--- src/rtl/capture_pkg.sv ---
// Shared types and constants for the camera pixel capture front end.
// Imported by capture_sync_edge and capture.
package capture_pkg;

    typedef logic [11:0] pixel_t;

    typedef enum logic {
        WAIT_FRAME = 1'b0,
        ACTIVE     = 1'b1
    } state_t;

    // Which byte of a pixel pair the next href-high sample carries
    typedef enum logic {
        PH_HIGH = 1'b0,
        PH_LOW  = 1'b1
    } phase_t;

    localparam int CAM_ROW_PIXELS = 640;
    localparam int CAM_ROWS       = 480;

    localparam int H_START  = 159;
    localparam int H_ACTIVE = 480;
    localparam int COL_W    = 10;

    // True when a 0-based column falls inside the kept horizontal window
    function automatic logic in_window(input int col, input int start, input int active);
        return (col >= start) && (col < start + active);
    endfunction

endpackage

--- src/rtl/capture_sync_edge.sv ---
// History registers for vsync/href with single-cycle edge strobes.
// Strobes compare the live input against last cycle's sample, so they
// are valid in the same cycle the new level is first seen.
module capture_sync_edge
    import capture_pkg::*;
(
    input  logic clk,
    input  logic rst,
    input  logic vsync,
    input  logic href,
    output logic vsync_fall,
    output logic href_rise,
    output logic href_fall
);

    logic vsync_q;
    logic href_q;

    // Remember the previous sample of both framing signals
    always_ff @(posedge clk) begin
        if (rst) begin
            vsync_q <= 1'b0;
            href_q  <= 1'b0;
        end else begin
            vsync_q <= vsync;
            href_q  <= href;
        end
    end

    assign vsync_fall = vsync_q & ~vsync;
    assign href_rise  = ~href_q & href;
    assign href_fall  = href_q & ~href;

endmodule

--- src/rtl/capture.sv ---
// OV7670-style pixel capture: frames the byte stream with vsync/href,
// pairs bytes into RGB444 pixels, crops each row to a fixed window and
// strobes each kept pixel to the output buffer. Pulses o_sof per frame.
// Optional macro CAPTURE_FRAME_CNT_EN adds a 16-bit wrapping frame
// counter output o_frame_cnt that advances together with o_sof.
module capture #(
    parameter int H_START  = capture_pkg::H_START,
    parameter int H_ACTIVE = capture_pkg::H_ACTIVE,
    parameter int COL_W    = capture_pkg::COL_W
) (
    input  logic        i_pclk,
    input  logic        i_rst,
    input  logic        i_vsync,
    input  logic        i_href,
    input  logic [7:0]  i_data,
    output logic        o_wr,
    output logic [11:0] o_wdata,
    output logic        o_sof
`ifdef CAPTURE_FRAME_CNT_EN
    ,
    output logic [15:0] o_frame_cnt
`endif
);

    import capture_pkg::*;

    localparam logic [COL_W-1:0] COL_MAX = '1;

    state_t           state;
    phase_t           phase;
    logic [COL_W-1:0] col;
    logic [3:0]       red;
    logic             keep;

    logic vsync_fall;
    logic href_rise;
    logic href_fall;

    capture_sync_edge u_sync_edge (
        .clk        (i_pclk),
        .rst        (i_rst),
        .vsync      (i_vsync),
        .href       (i_href),
        .vsync_fall (vsync_fall),
        .href_rise  (href_rise),
        .href_fall  (href_fall)
    );

    assign keep = in_window(int'(col), H_START, H_ACTIVE);

    // Frame FSM plus byte pairing, cropping and registered output strobes
    always_ff @(posedge i_pclk) begin
        if (i_rst) begin
            state   <= WAIT_FRAME;
            phase   <= PH_HIGH;
            col     <= '0;
            red     <= '0;
            o_wr    <= 1'b0;
            o_wdata <= '0;
            o_sof   <= 1'b0;
`ifdef CAPTURE_FRAME_CNT_EN
            o_frame_cnt <= '0;
`endif
        end else begin
            o_wr  <= 1'b0;
            o_sof <= 1'b0;
            case (state)
                WAIT_FRAME: begin
                    phase <= PH_HIGH;
                    col   <= '0;
                    if (vsync_fall) begin
                        state <= ACTIVE;
                        o_sof <= 1'b1;
`ifdef CAPTURE_FRAME_CNT_EN
                        o_frame_cnt <= o_frame_cnt + 16'd1;
`endif
                    end
                end
                ACTIVE: begin
                    if (i_vsync) begin
                        state <= WAIT_FRAME;
                        phase <= PH_HIGH;
                        col   <= '0;
                    end else if (href_rise) begin
                        phase <= PH_HIGH;
                        col   <= '0;
                    end else if (i_href) begin
                        if (phase == PH_HIGH) begin
                            red   <= i_data[3:0];
                            phase <= PH_LOW;
                        end else begin
                            if (keep) begin
                                o_wr    <= 1'b1;
                                o_wdata <= {red, i_data};
                            end
                            if (col != COL_MAX) begin
                                col <= col + COL_W'(1);
                            end
                            phase <= PH_HIGH;
                        end
                    end else if (href_fall) begin
                        phase <= PH_HIGH;
                        col   <= '0;
                    end
                end
                default: state <= WAIT_FRAME;
            endcase
        end
    end

endmodule

--- config.mk ---
export PLATFORM = sky130hd
export DESIGN_NAME = capture
export DESIGN_NICKNAME = d
export VERILOG_FILES = /design/src/rtl/capture_pkg.sv /design/src/rtl/capture_sync_edge.sv /design/src/rtl/capture.sv
export SDC_FILE = /design/constraint.sdc
export NUM_CORES = 1
export LEC_CHECK = 0
export BUFFER_PORTS_ARGS = -buffer_cell sky130_fd_sc_hd__buf_2
export CAP_MARGIN = 20
export CORE_MARGIN = 1
export CORE_UTILIZATION = 58
export DETAILED_ROUTE_END_ITERATION = 8
export PLACE_DENSITY = 0.89
export SKIP_CTS_REPAIR_TIMING = 1
export SYNTH_ARGS = -nofsm -noshare
export SYNTH_HDL_FRONTEND = slang
export SYNTH_SLANG_ARGS = --single-unit
--- constraint.sdc ---
create_clock -name i_pclk -period 4 [get_ports i_pclk]
set_clock_uncertainty 0.2 [all_clocks]
set_input_delay 0.6 -clock i_pclk [delete_from_list [all_inputs] [get_ports i_pclk]]
set_output_delay 0.6 -clock i_pclk [all_outputs]
set_load 0.005 [all_outputs]
## After elaboration in Yosys (flattened, before gate mapping)

Index checks and enable logic that the tools add are counted.

| storage, ports and cells | value |
|---|---|
| flip-flop bits (word level) | 32 |
| bits in latches | 0 |
| RAM bits | 0 |
| memory bits (read-only) | 0 |
| input port bits | 12 |
| output and inout port bits | 14 |
| memories kept | 0 |

| operators by class | value |
|---|---|
| add/sub/neg operators | 1 |
| $mul | 0 |
| divide/modulo/power cells | 0 |
| order comparisons | 2 |
| equal/unequal tests | 4 |
| shift-type cells | 0 |
| mux-type cells | 17 |
| bitwise logic cells | 9 |
| reduce and logical (&&, ||, !) cells | 6 |

Operator list:

| cell | count |
|---|---|
| $mux 10 | 6 |
| $pmux 10 s2 | 1 |
| $ne 5x3->1 const B | 3 |
| $add 10x1->10 const B | 1 |
| $ge 10x8->1 const B | 1 |
| $lt 10x10->1 const B | 1 |
| $ne 10x10->1 const B | 1 |
| $mux 1 | 8 |
| $not 1->1 | 6 |
| $reduce_and 6->1 | 1 |
| $reduce_or 6->1 | 1 |
| $reduce_and 5->1 | 1 |
| $pmux 1 s2 | 2 |
| $and 1x1->1 | 3 |
| $reduce_and 3->1 | 1 |
| $reduce_or 2->1 | 1 |
| $logic_and 1x1->1 | 1 |

## Logic depth before layout (Yosys ltp)

Gate-level depths: netlist (run 1).

| logic depth | value |
|---|---|
| word-level depth | 7 |
| mapped depth | 6 |

## Cells and area by module

From an unflattened synthesis (run 1), not the netlist that was laid out.

| second synthesis, totals | value |
|---|---|
| cells, all modules | 169 |
| area total of the unflattened synthesis | 1544.0 um2 |

Modules (own cells, without submodules):

| module | times used | cells each | area an instance (um2) |
|---|---|---|---|
| capture | 1 | 162 | 1472.7 |
| capture_sync_edge | 1 | 7 | 71.3 |

## Worst setup path before layout (run 1)

Ideal clock, no wire load.

| timing path | value |
|---|---|
| path kind | in2reg |
| start | input i_vsync |
| end | register col[2] |
| library setup time | 0.115 ns |
| data arrival time | 1.740 ns |
| path slack | 1.946 ns |
| stages | 4 |
| path buffers | 0 |
| path through | nand4b_2 or4_4 and4_1 o21a_1 |

| between the ends | value |
|---|---|
| cells in the longest elaborated chain, start to end | 2 |
| elaborated cells on any way between the ends | 6 |
| those cells by class | eq/ne (3); mux (2); reduce/logical (1) |

RTL lines:

| element | RTL line | text |
|---|---|---|
| start, declared | capture.sv:13 | `input logic i_vsync,` |
| $ne 5x3->1 (no line) / $mux 10 (equally long branches) | -- |  |
| $reduce_and 3->1 (no line) / $pmux 10 s2 (equally long branches) | -- |  |
| end signal, assigned | capture.sv:97 | `col <= col + COL_W'(1);` |
| end, declared | capture.sv:31 | `logic [COL_W-1:0] col;` |

Several ways; a longest one is shown, not always the timed one.
A chain may end at the register's enable or synchronous reset.

## Final worst setup path (run 1)

| timing path | value |
|---|---|
| start | register col[0] |
| end | register o_wdata[6] |

| between the ends | value |
|---|---|
| cells in the longest elaborated chain, start to end | 3 |
| elaborated cells on any way between the ends | 4 |
| those cells by class | order compare (2); reduce/logical (2) |

RTL lines:

| element | RTL line | text |
|---|---|---|
| $ge 10x8->1 / $lt 10x10->1 (equally long branches) | capture_pkg.sv:27 | `return (col >= start) && (col < start + active);` |
| $logic_and 1x1->1 * | capture_pkg.sv:27 |  |
| $reduce_and 6->1 (no line) * | -- |  |
| end signal, assigned | capture.sv:94 | `o_wdata <= {red, i_data};` |
| end, declared | capture.sv:17 | `output logic [11:0] o_wdata,` |

Mark *: on every way between the ends. The rest lies on a longest branch, timed or not.

==> results of run 1 <==
critical path, delay by kind of cell, from the launching register on:
kind / cells / cell delay (ns)
multiplexers: 1 / 0.27
flip-flops: 1 / 0.38
AND/OR/NAND/NOR: 1 / 0.13
adder cells (fa/ha/maj): 1 / 0.29
AO/OA/AOI/OAI: 2 / 0.96
power by group:
part	internal (uW)	total (uW)	switching [uW]
combinational	11.4	23.8	12.4
sequential	320	322	1.68
clock	131	237	106
path summary, 6_finish.rpt:
check             cells past startpoint    endpoint  slack [ns]
setup / recovery                      5  o_wdata[6]        1.69
setup reg to reg                      5  o_wdata[6]        1.69
hold / removal                        2  o_wdata[7]        0.28
hold reg to reg                       2  o_wdata[7]        0.28
metal layers:
metal  vias up  track usage (%)
met2        27            35.86
met5         -                0
met1       552            25.27
met3         5            6.377
li1        628                -
met4         0            10.53
synthesized netlist by cell type (2+ instances only):
master	n
nand2_1	13
o31ai_1	2
mux2i_1	17
nor2b_1	4
o21a_1	2
or4_1	4
dfxtp_1	32
clkbuf_1	5
nor4_1	5
o21ai_0	7
nand3_1	4
nor3_1	2
nand4_1	2
inv_1	3
nor2_1	7
or3_1	5
a21oi_1	7
nand2b_1	24
logic make-up after synthesis:
| kind of cell | count (synthesis) | synth area share (%) |
|---|---|---|
| simple gates | 78 | 31.08 |
| flops | 32 | 42.77 |
| compound gates | 24 | 9.774 |
| mux | 17 | 11.36 |
| buf+inv | 11 | 3.592 |
| xor+xnor | 1 | 0.5849 |
| fa+ha+maj | 1 | 0.8353 |
state kept, by name, summed over array words and instances, names as in the netlist:
register             cells
o_sof                    1
state                    1
phase                    1
o_wr                     1
o_wdata                 12
col                     10
red                      4
u_sync_edge.href_q       1
u_sync_edge.vsync_q      1
layout make-up:
| type | count | area share (%) |
|---|---|---|
| Multi-Input combinational cell | 121 | 47.28 |
| Sequential cell | 32 | 37.70 |
| Timing Repair Buffer | 26 | 7.658 |
| Clock buffer | 6 | 2.430 |
| Tap cell | 30 | 2.209 |
| Clock inverter | 2 | 2.062 |
| Inverter | 3 | 0.6627 |
layout by cell type, fill, tap and decap left out, drive strengths merged, types with 2 or more instances in the layout:
| cell | n |
|---|---|
| dfxtp | 32 |
| buf | 25 |
| nand2b | 24 |
| mux2i | 17 |
| nand2 | 13 |
| a21oi | 8 |
| nor2 | 7 |
| o21ai | 7 |
| clkbuf | 7 |
| nor4 | 5 |
| or3 | 5 |
| or4 | 5 |
| nand3 | 4 |
| nor2b | 4 |
| inv | 3 |
| nand4 | 3 |
| o21a | 2 |
| o31ai | 2 |
| nor3 | 2 |
| a21boi | 2 |
per-stage QoR:
step	std cells	hold slack [ns]
5_1_grt	220	0.2920
6_report	220	0.2755
3_5_place_dp	211	0.2649
3_3_place_gp	211	0.2550
4_1_cts	219	0.2811
2_1_floorplan	164	0.2485
==> summary.txt, run 1 <==
status -> finished, final reports clean
Routed WL -> 2746 um
Critical Path Start -> col[0]
routed len/inst -> 12.48 um
Root Driver -> clkbuf_4
Final Power -> 582.3 uW
post-synth cell types -> 37
max incr delay on CP -> 0.65 ns
yosys warns -> 0
WL met3 -> 109 um
final setup fails -> 0
drt first pass iters -> 4
final worst setup slack -> 1.693 ns
WP data required -> 4.06 ns
Cells after Synth -> 164
cell row count -> 18
post-synthesis sequential area ratio -> 42.77%
Setup crit end kind -> register
# DRC -> 0
Nets -> 202
first-pass GRT wire length -> 4333 um
sequential standard cell area -> 640.6 um^2
max-cap violations -> 0
die area -> 2789 um^2
Post-DP Area -> 1618 um^2
Place WS -> 1.216 ns
TritonCTS clock tree -> built
area occupied by multi-input gates -> 803.3 um^2
Yosys reg bits -> 32
top-area cell type share of the netlist area -> 42.77%
crit share post-route -> 57.67%
post-layout util -> 69.22%
pwr dens -> 342.7 nW/um^2
CP max-delay cell -> a21oi_2
CP Data Arrival Time -> 2.37 ns
Max Used Layer -> met4
Startpoint Class -> register
Ant. Diodes -> 0
Die H -> 52.82 um
initial antenna violation count -> 0
Pleak -> 0.0006193 uW
area grow syn2layout -> 13.45%
Final Hold Fails -> 0
final instance area -> 1699 um^2
most common flop cell mapped by yosys -> dfxtp_1
RSZ-0062 raised after global routing -> false
htree depth -> 2
Filler cells -> 201
worst-case clock buffer depth -> 2
Worst-Skew Late Latency -> 0.33 ns
fmax -> 433.5 MHz
Reg clk slew, reported paths -> 0.10 ns
vias post-DR -> 1212
port buffer count -> 25
RR Startpoint -> col[0]
antenna-violating nets left -> 0
total grt overflow -> 0
Slew headroom -> 40.78%
total CTS buffers -> 5
Hold Crit Class -> reg -> reg
Async SR Flop Fraction -> 0%
Mapped Avg Cell Area -> 9.132 um^2
Worst-Margin Slew -> 0.8882 ns
number of global-route vias before repair -> 1060
DRT iter0 DRCs -> 13
GPL Wtd Cong -> 0.8883
Die W -> 52.82 um
CP Max Fanout -> 13
WL met2 -> 1281 um
core area -> 2455 um^2
GRT Total Usage -> 21.69%
worst-path cell chain -> ha_1 -> nand4_1 -> a211o_1 -> a21oi_2 -> mux2i_1
Initial Util -> 61.01%
drt via density -> 5.509
# IOs -> 26
cell taking the most area after synthesis -> dfxtp_1
Setup TNS Final -> 0 ns
Post-Synthesis Cell Area -> 1498 um^2
EDFF count, synth -> 0
Slew Viols, Final -> 0
M1 WL -> 1316 um
syn_nets -> 177
largest net degree at the start of global routing -> 37
Period minus WS final -> 2.307 ns
hold path start -> o_wdata[7]
Sink Count -> 32
Setup CP Type -> reg -> reg
layout cells sized above 1 -> 20.00%
top post-synthesis cells by area -> dfxtp_1 43%, mux2i_1 11%, nand2b_1 10%
Post-DP HPWL -> 1964 um
Max VDD drop -> 0.2765 mV
Power figures use the tool's default switching activity.
==> run 2, diff against run 1 <==
--- a/config.mk
+++ b/config.mk
@@ -8,9 +8,9 @@
 export BUFFER_PORTS_ARGS = -buffer_cell sky130_fd_sc_hd__buf_2
 export CAP_MARGIN = 20
 export CORE_MARGIN = 1
-export CORE_UTILIZATION = 58
+export CORE_UTILIZATION = 49
 export DETAILED_ROUTE_END_ITERATION = 8
-export PLACE_DENSITY = 0.89
+export PLACE_DENSITY = 0.81
 export SKIP_CTS_REPAIR_TIMING = 1
 export SYNTH_ARGS = -nofsm -noshare
 export SYNTH_HDL_FRONTEND = slang
==> constraint.sdc (replaced) <==
create_clock -name i_pclk -period 2 [get_ports i_pclk]
set_clock_uncertainty 0.2 [all_clocks]
set_input_delay 0.3 -clock i_pclk [delete_from_list [all_inputs] [get_ports i_pclk]]
set_output_delay 0.3 -clock i_pclk [all_outputs]
set_load 0.005 [all_outputs]
==> summary.txt, run 2 (synthesis gave the netlist of run 1 again) <==
port buffer count -> 25 (unchanged)
commonest cells after routing, fill and taps aside -> 32 x dfxtp_1, 25 x buf_2, 24 x nand2b_1, 17 x mux2i_1, 13 x nand2_1
R2R Setup Slk -> 0.11 ns (-1.58 ns)
initial antenna violation count -> 0 (unchanged)
RSZ-0062 raised after global routing -> false
grt peak-use layer -> met2
largest net degree at the start of global routing -> 36 (-2.7%)
hold worst-path end -> state
Final Power -> 1025 uW (+76%)
drt via density -> 5.683 (+3.2%)
Biggest register -> o_wdata
Die W -> 57.29 um (+8.5%)
GPL Wtd Cong -> 0.8614 (-3.0%)
met2 Usage GRT -> 39.33% (+3.5 points)
# IOs -> 26 (unchanged)
cell row count -> 19 (+1)
Top Registers -> o_wdata x12, col x10, red x4
htree depth -> 2 (unchanged)
antenna-violating nets left -> 0 (unchanged)
Setup CP Type -> reg -> reg
Post-DP Area -> 1692 um^2 (+4.6%)
worst hold path depth -> 2 (unchanged)
hold path start -> i_vsync
leading cell type in the layout, fill and taps excluded -> dfxtp_1
Sink Count -> 32 (unchanged)
CP Max Fanout -> 13 (unchanged)
TritonCTS clock tree -> built
# DRC -> 5 (+5)
WP data required -> 2.04 ns (-2.02 ns)
max-cap violations -> 0 (unchanged)
pwr dens -> 585.5 nW/um^2 (+71%)
Reg-to-Reg End -> o_wdata[8]
Setup crit end kind -> register
Pleak -> 0.0006406 uW (+3.4%)
final instance area -> 1750 um^2 (+3.0%)
crit share post-route -> 94.38% (+37 points)
R2R depth -> 6 (+1)
Worst-Skew Late Latency -> 0.33 ns (about the same)
Reg clk slew, reported paths -> 0.10 ns (about the same)
total grt overflow -> 0 (unchanged)
Slew Viols, Final -> 0 (unchanged)
WHS -> -0.01264 ns (-0.2882 ns)
core area -> 2829 um^2 (+15%)
Worst-Margin Slew -> 0.4597 ns (-0.4285 ns)
DRT iter0 DRCs -> 52 (+39)
routed len/inst -> 13.93 um (+12%)
failing checks -> DRC, hold timing
RR Startpoint -> col[0]
layout cells sized above 1 -> 22.96% (+3.0 points)
Root Driver -> clkbuf_4
CP Data Arrival Time -> 1.93 ns (-0.44 ns)
Period minus WS final -> 1.888 ns (-0.4191 ns)
Post-DP HPWL -> 2312 um (+18%)
Startpoint Class -> register
vias post-DR -> 1290 (+6.4%)
GRT Total Usage -> 22.20% (+0.51 points)
met3 Use GR -> 5.442% (-0.93 points)
Hold Crit Class -> in -> reg
Ant. Diodes -> 0 (unchanged)
die area -> 3282 um^2 (+18%)
GR Util met1 -> 25.71% (+0.45 points)
Setup TNS Final -> 0 ns (unchanged)
final setup fails -> 0 (unchanged)
Final Hold Fails -> 1 (+1)
status -> finished with violations
Initial Util -> 52.94% (-8.1 points)
area grow syn2layout -> 16.88%
Die H -> 57.29 um (+8.5%)
max reg flops -> 12 (unchanged)
worst-case clock buffer depth -> 2 (unchanged)
first-pass GRT wire length -> 5554 um (+28%)
number of global-route vias before repair -> 1270 (+20%)
Nets -> 209 (+3.5%)
drt first pass iters -> 6 (+2)
Max VDD drop -> 0.3489 mV (+26%)
total CTS buffers -> 5 (unchanged)
Slew headroom -> 69.03% (+28 points)
Routed WL -> 3161 um (+15%)
fmax -> 529.8 MHz (+22%)
==> run 2: power by group <==
part	internal (uW)	total [uW]	switching [uW]
combinational	24.6	50.1	25.4
sequential	640	643	3.10
clock	129	331	202
==> run 2: layout make-up <==
cell class	instances	area, um^2
Fill cell	256	1079
Multi-Input combinational cell	121	815.8
Sequential cell	32	640.6
Timing Repair Buffer	33	197.7
Clock buffer	6	41.29
Tap cell	31	38.79
Inverter	3	11.26
Clock inverter	1	5.005
==> run 2: layer usage <==
| metal | share of wire [%] | wire, um | up-vias |
|---|---|---|---|
| li1 | - | - | 644 |
| met1 | 43 | 1372 | 595 |
| met2 | 50 | 1592 | 44 |
| met3 | 4.6 | 144 | 7 |
| met4 | 1.6 | 52 | 0 |
| met5 | 0 | 0 | - |
==> run 2: critical path, cell delays in order, from the launching register on <==
cell     delay [ns]
dfxtp_1        0.42
ha_4           0.19
nand4_1        0.10
a211o_1        0.32
a21oi_2        0.18
buf_12         0.18
mux2i_1        0.20
==> run 2: how the worst max path moves through the flow <==
stage	endpoint	from
after CTS	o_wdata[8]	col[0]
after global placement	col[2]	i_vsync
after detailed placement	o_wdata[4]	col[0]
final	o_wdata[8]	col[0]
after floorplan	o_wdata[0]	col[0]
after global routing	o_wdata[4]	col[0]
==> run 2: per-stage QoR <==
step | instances | hold slack [ns] | setup slack [ns] | util, %
floorplan | 164 | 0.1767 | 0.1837 | -
global placement | 220 | 0.2540 | 0.1574 | 59.80
detailed placement | 220 | 0.2627 | 0.09487 | 59.80
CTS | 227 | -0.02192 | 0.05560 | 61.43
global route | 227 | 0.003159 | 0.001772 | 61.88
finish | 227 | -0.01264 | 0.1124 | 61.88
==> run 3, diff against run 2 <==
--- a/config.mk
+++ b/config.mk
@@ -5,12 +5,15 @@
 export SDC_FILE = /design/constraint.sdc
 export NUM_CORES = 1
 export LEC_CHECK = 0
-export BUFFER_PORTS_ARGS = -buffer_cell sky130_fd_sc_hd__buf_2
 export CAP_MARGIN = 20
+export CELL_PAD_IN_SITES_DETAIL_PLACEMENT = 1
+export CELL_PAD_IN_SITES_GLOBAL_PLACEMENT = 2
+export CORE_ASPECT_RATIO = 2
 export CORE_MARGIN = 1
-export CORE_UTILIZATION = 49
+export CORE_UTILIZATION = 33
 export DETAILED_ROUTE_END_ITERATION = 8
-export PLACE_DENSITY = 0.81
+export DONT_BUFFER_PORTS = 1
+export PLACE_DENSITY = 0.79
 export SKIP_CTS_REPAIR_TIMING = 1
 export SYNTH_ARGS = -nofsm -noshare
 export SYNTH_HDL_FRONTEND = slang
==> summary.txt, run 3 (synthesis gave the netlist of run 1 again) <==
status -> finished, final reports clean
Setup CP Type -> reg -> reg
GPL Wtd Cong -> 0.8095 (-6.0%)
core area -> 4339 um^2 (+53%)
total CTS buffers -> 5 (unchanged)
RSZ-0062 raised after global routing -> false
post-layout util -> 41.96% (-20 points)
area grow syn2layout -> 21.55%
# IOs -> 26 (unchanged)
port buffer count -> 0 (-100%)
commonest cells after routing, fill and taps aside -> 32 x dfxtp_1, 24 x nand2b_1, 17 x mux2i_1, 13 x nand2_1, 12 x dlygate4sd3_1
max reg flops -> 12 (unchanged)
drt first pass iters -> 4 (-2)
Max Used Layer -> met4
Post-DP HPWL -> 2737 um (+18%)
Startpoint Class -> register
Nets -> 194 (-7.2%)
Biggest register -> o_wdata
WL met3 -> 115 um (-20%)
worst hold path depth -> 2 (unchanged)
worst-case clock buffer depth -> 2 (unchanged)
fmax -> 534.6 MHz (+0.92%)
DRT iter0 DRCs -> 15 (-71%)
Hold Crit Class -> in -> reg
Slew Viols, Final -> 0 (unchanged)
max-cap violations -> 0 (unchanged)
leading cell type in the layout, fill and taps excluded -> dfxtp_1
Period minus WS final -> 1.870 ns (-0.01716 ns)
first-pass GRT wire length -> 5899 um (+6.2%)
area occupied by multi-input gates -> 815.8 um^2 (unchanged)
antenna-violating nets left -> 0 (unchanged)
vias post-DR -> 1257 (-2.6%)
WP data required -> 2.01 ns (-0.03 ns)
Die W -> 49.64 um (-13%)
crit share post-route -> 93.52% (-0.86 points)
Worst-Margin Slew -> 0.5564 ns (+0.09666 ns)
routed len/inst -> 16.09 um (+16%)
WL met2 -> 2277 um (+43%)
R2R depth -> 6 (unchanged)
number of global-route vias before repair -> 1293 (+1.8%)
final setup fails -> 0 (unchanged)
Final Hold Fails -> 0 (-1)
drt via density -> 5.326 (-6.3%)
GRT Total Usage -> 16.04% (-6.2 points)
initial antenna violation count -> 0 (unchanged)
Setup crit end kind -> register
Max VDD drop -> 0.5298 mV (+52%)
Slew headroom -> 62.79% (-6.2 points)
Die H -> 97.27 um (+70%)
htree depth -> 2 (unchanged)
WHS -> 0.004862 ns (+0.01750 ns)
Sink Count -> 32 (unchanged)
TritonCTS clock tree -> built
total grt overflow -> 0 (unchanged)
Initial Util -> 34.52% (-18 points)
layout cells sized above 1 -> 10.44% (-13 points)
Filler cells -> 515 (+100%)
Worst-Skew Late Latency -> 0.29 ns (-0.04 ns)
M1 WL -> 1342 um (-2.2%)
CP Max Fanout -> 13 (unchanged)
Routed WL -> 3798 um (+20%)
Top Registers -> o_wdata x12, col x10, red x4
Root Driver -> clkbuf_8
die area -> 4828 um^2 (+47%)
Setup TNS Final -> 0 ns (unchanged)
pwr dens -> 720.2 nW/um^2 (+23%)
largest net degree at the start of global routing -> 37 (+2.8%)
cell row count -> 34 (+15)
Pleak -> 0.0005860 uW (-8.5%)
Reg clk slew, reported paths -> 0.07 ns (-0.03 ns)
# DRC -> 0 (-5)
sequential standard cell area -> 640.6 um^2 (unchanged)
Ant. Diodes -> 0 (unchanged)
CP Data Arrival Time -> 1.88 ns (-0.05 ns)
==> run 3: changes by cell type in the layout (fill, tap and decap cells not counted), sizes merged <==
cell and change:
dlygate4sd3 +12, bufinv +1, buf -27
==> run 3: routing by layer <==
metal / vias up / GRT usage (%)
li1: 612 / -
met1: 615 / 14.44
met2: 25 / 30.98
met3: 5 / 4.225
met4: 0 / 7.692
met5: - / 0
==> run 3: per-stage QoR <==
step	total power [uW]	setup WS [ns]	cells	cell area (um^2)
3_3_place_gp	684.2	0.1642	216	1580
6_report	1311	0.1296	236	1821
2_1_floorplan	687.6	0.1837	164	1498
3_5_place_dp	685.9	0.06575	216	1580
4_1_cts	1302	0.06215	224	1688
5_1_grt	1368	0.006667	236	1821
==> run 3: area by class of cell <==
| cell class | count | share of cell area [%] |
|---|---|---|
| clock inverter | 2 | 1.924 |
| tap | 54 | 3.711 |
| inverter | 3 | 0.6186 |
| multi-input combinational | 121 | 44.81 |
| clock buffer | 6 | 3.986 |
| timing repair buffer | 18 | 9.759 |
| sequential | 32 | 35.19 |
==> run 3: where the power goes <==
part	switching (uW)	internal (uW)
sequential	3.34	641
combinational	21.8	31.3
clock	244	370
total	270	1040
==> run 3: critical path, cell delays in order (launching register included) <==
cell	delay [ns]
dfxtp_1	0.41
nand4b_2	0.20
buf_4	0.21
a211o_1	0.24
a21oi_2	0.16
buf_12	0.18
mux2i_1	0.21
==> run 3: path summary, 6_finish.rpt <==
check,startpoint,end,slack (ns)
worst max register to register,u_sync_edge.href_q,o_wdata[9],0.13
worst min-delay path,i_rst,o_wdata[11],0.005
worst min register to register,red[0],red[0],0.28
worst max-delay path,u_sync_edge.href_q,o_wdata[9],0.13
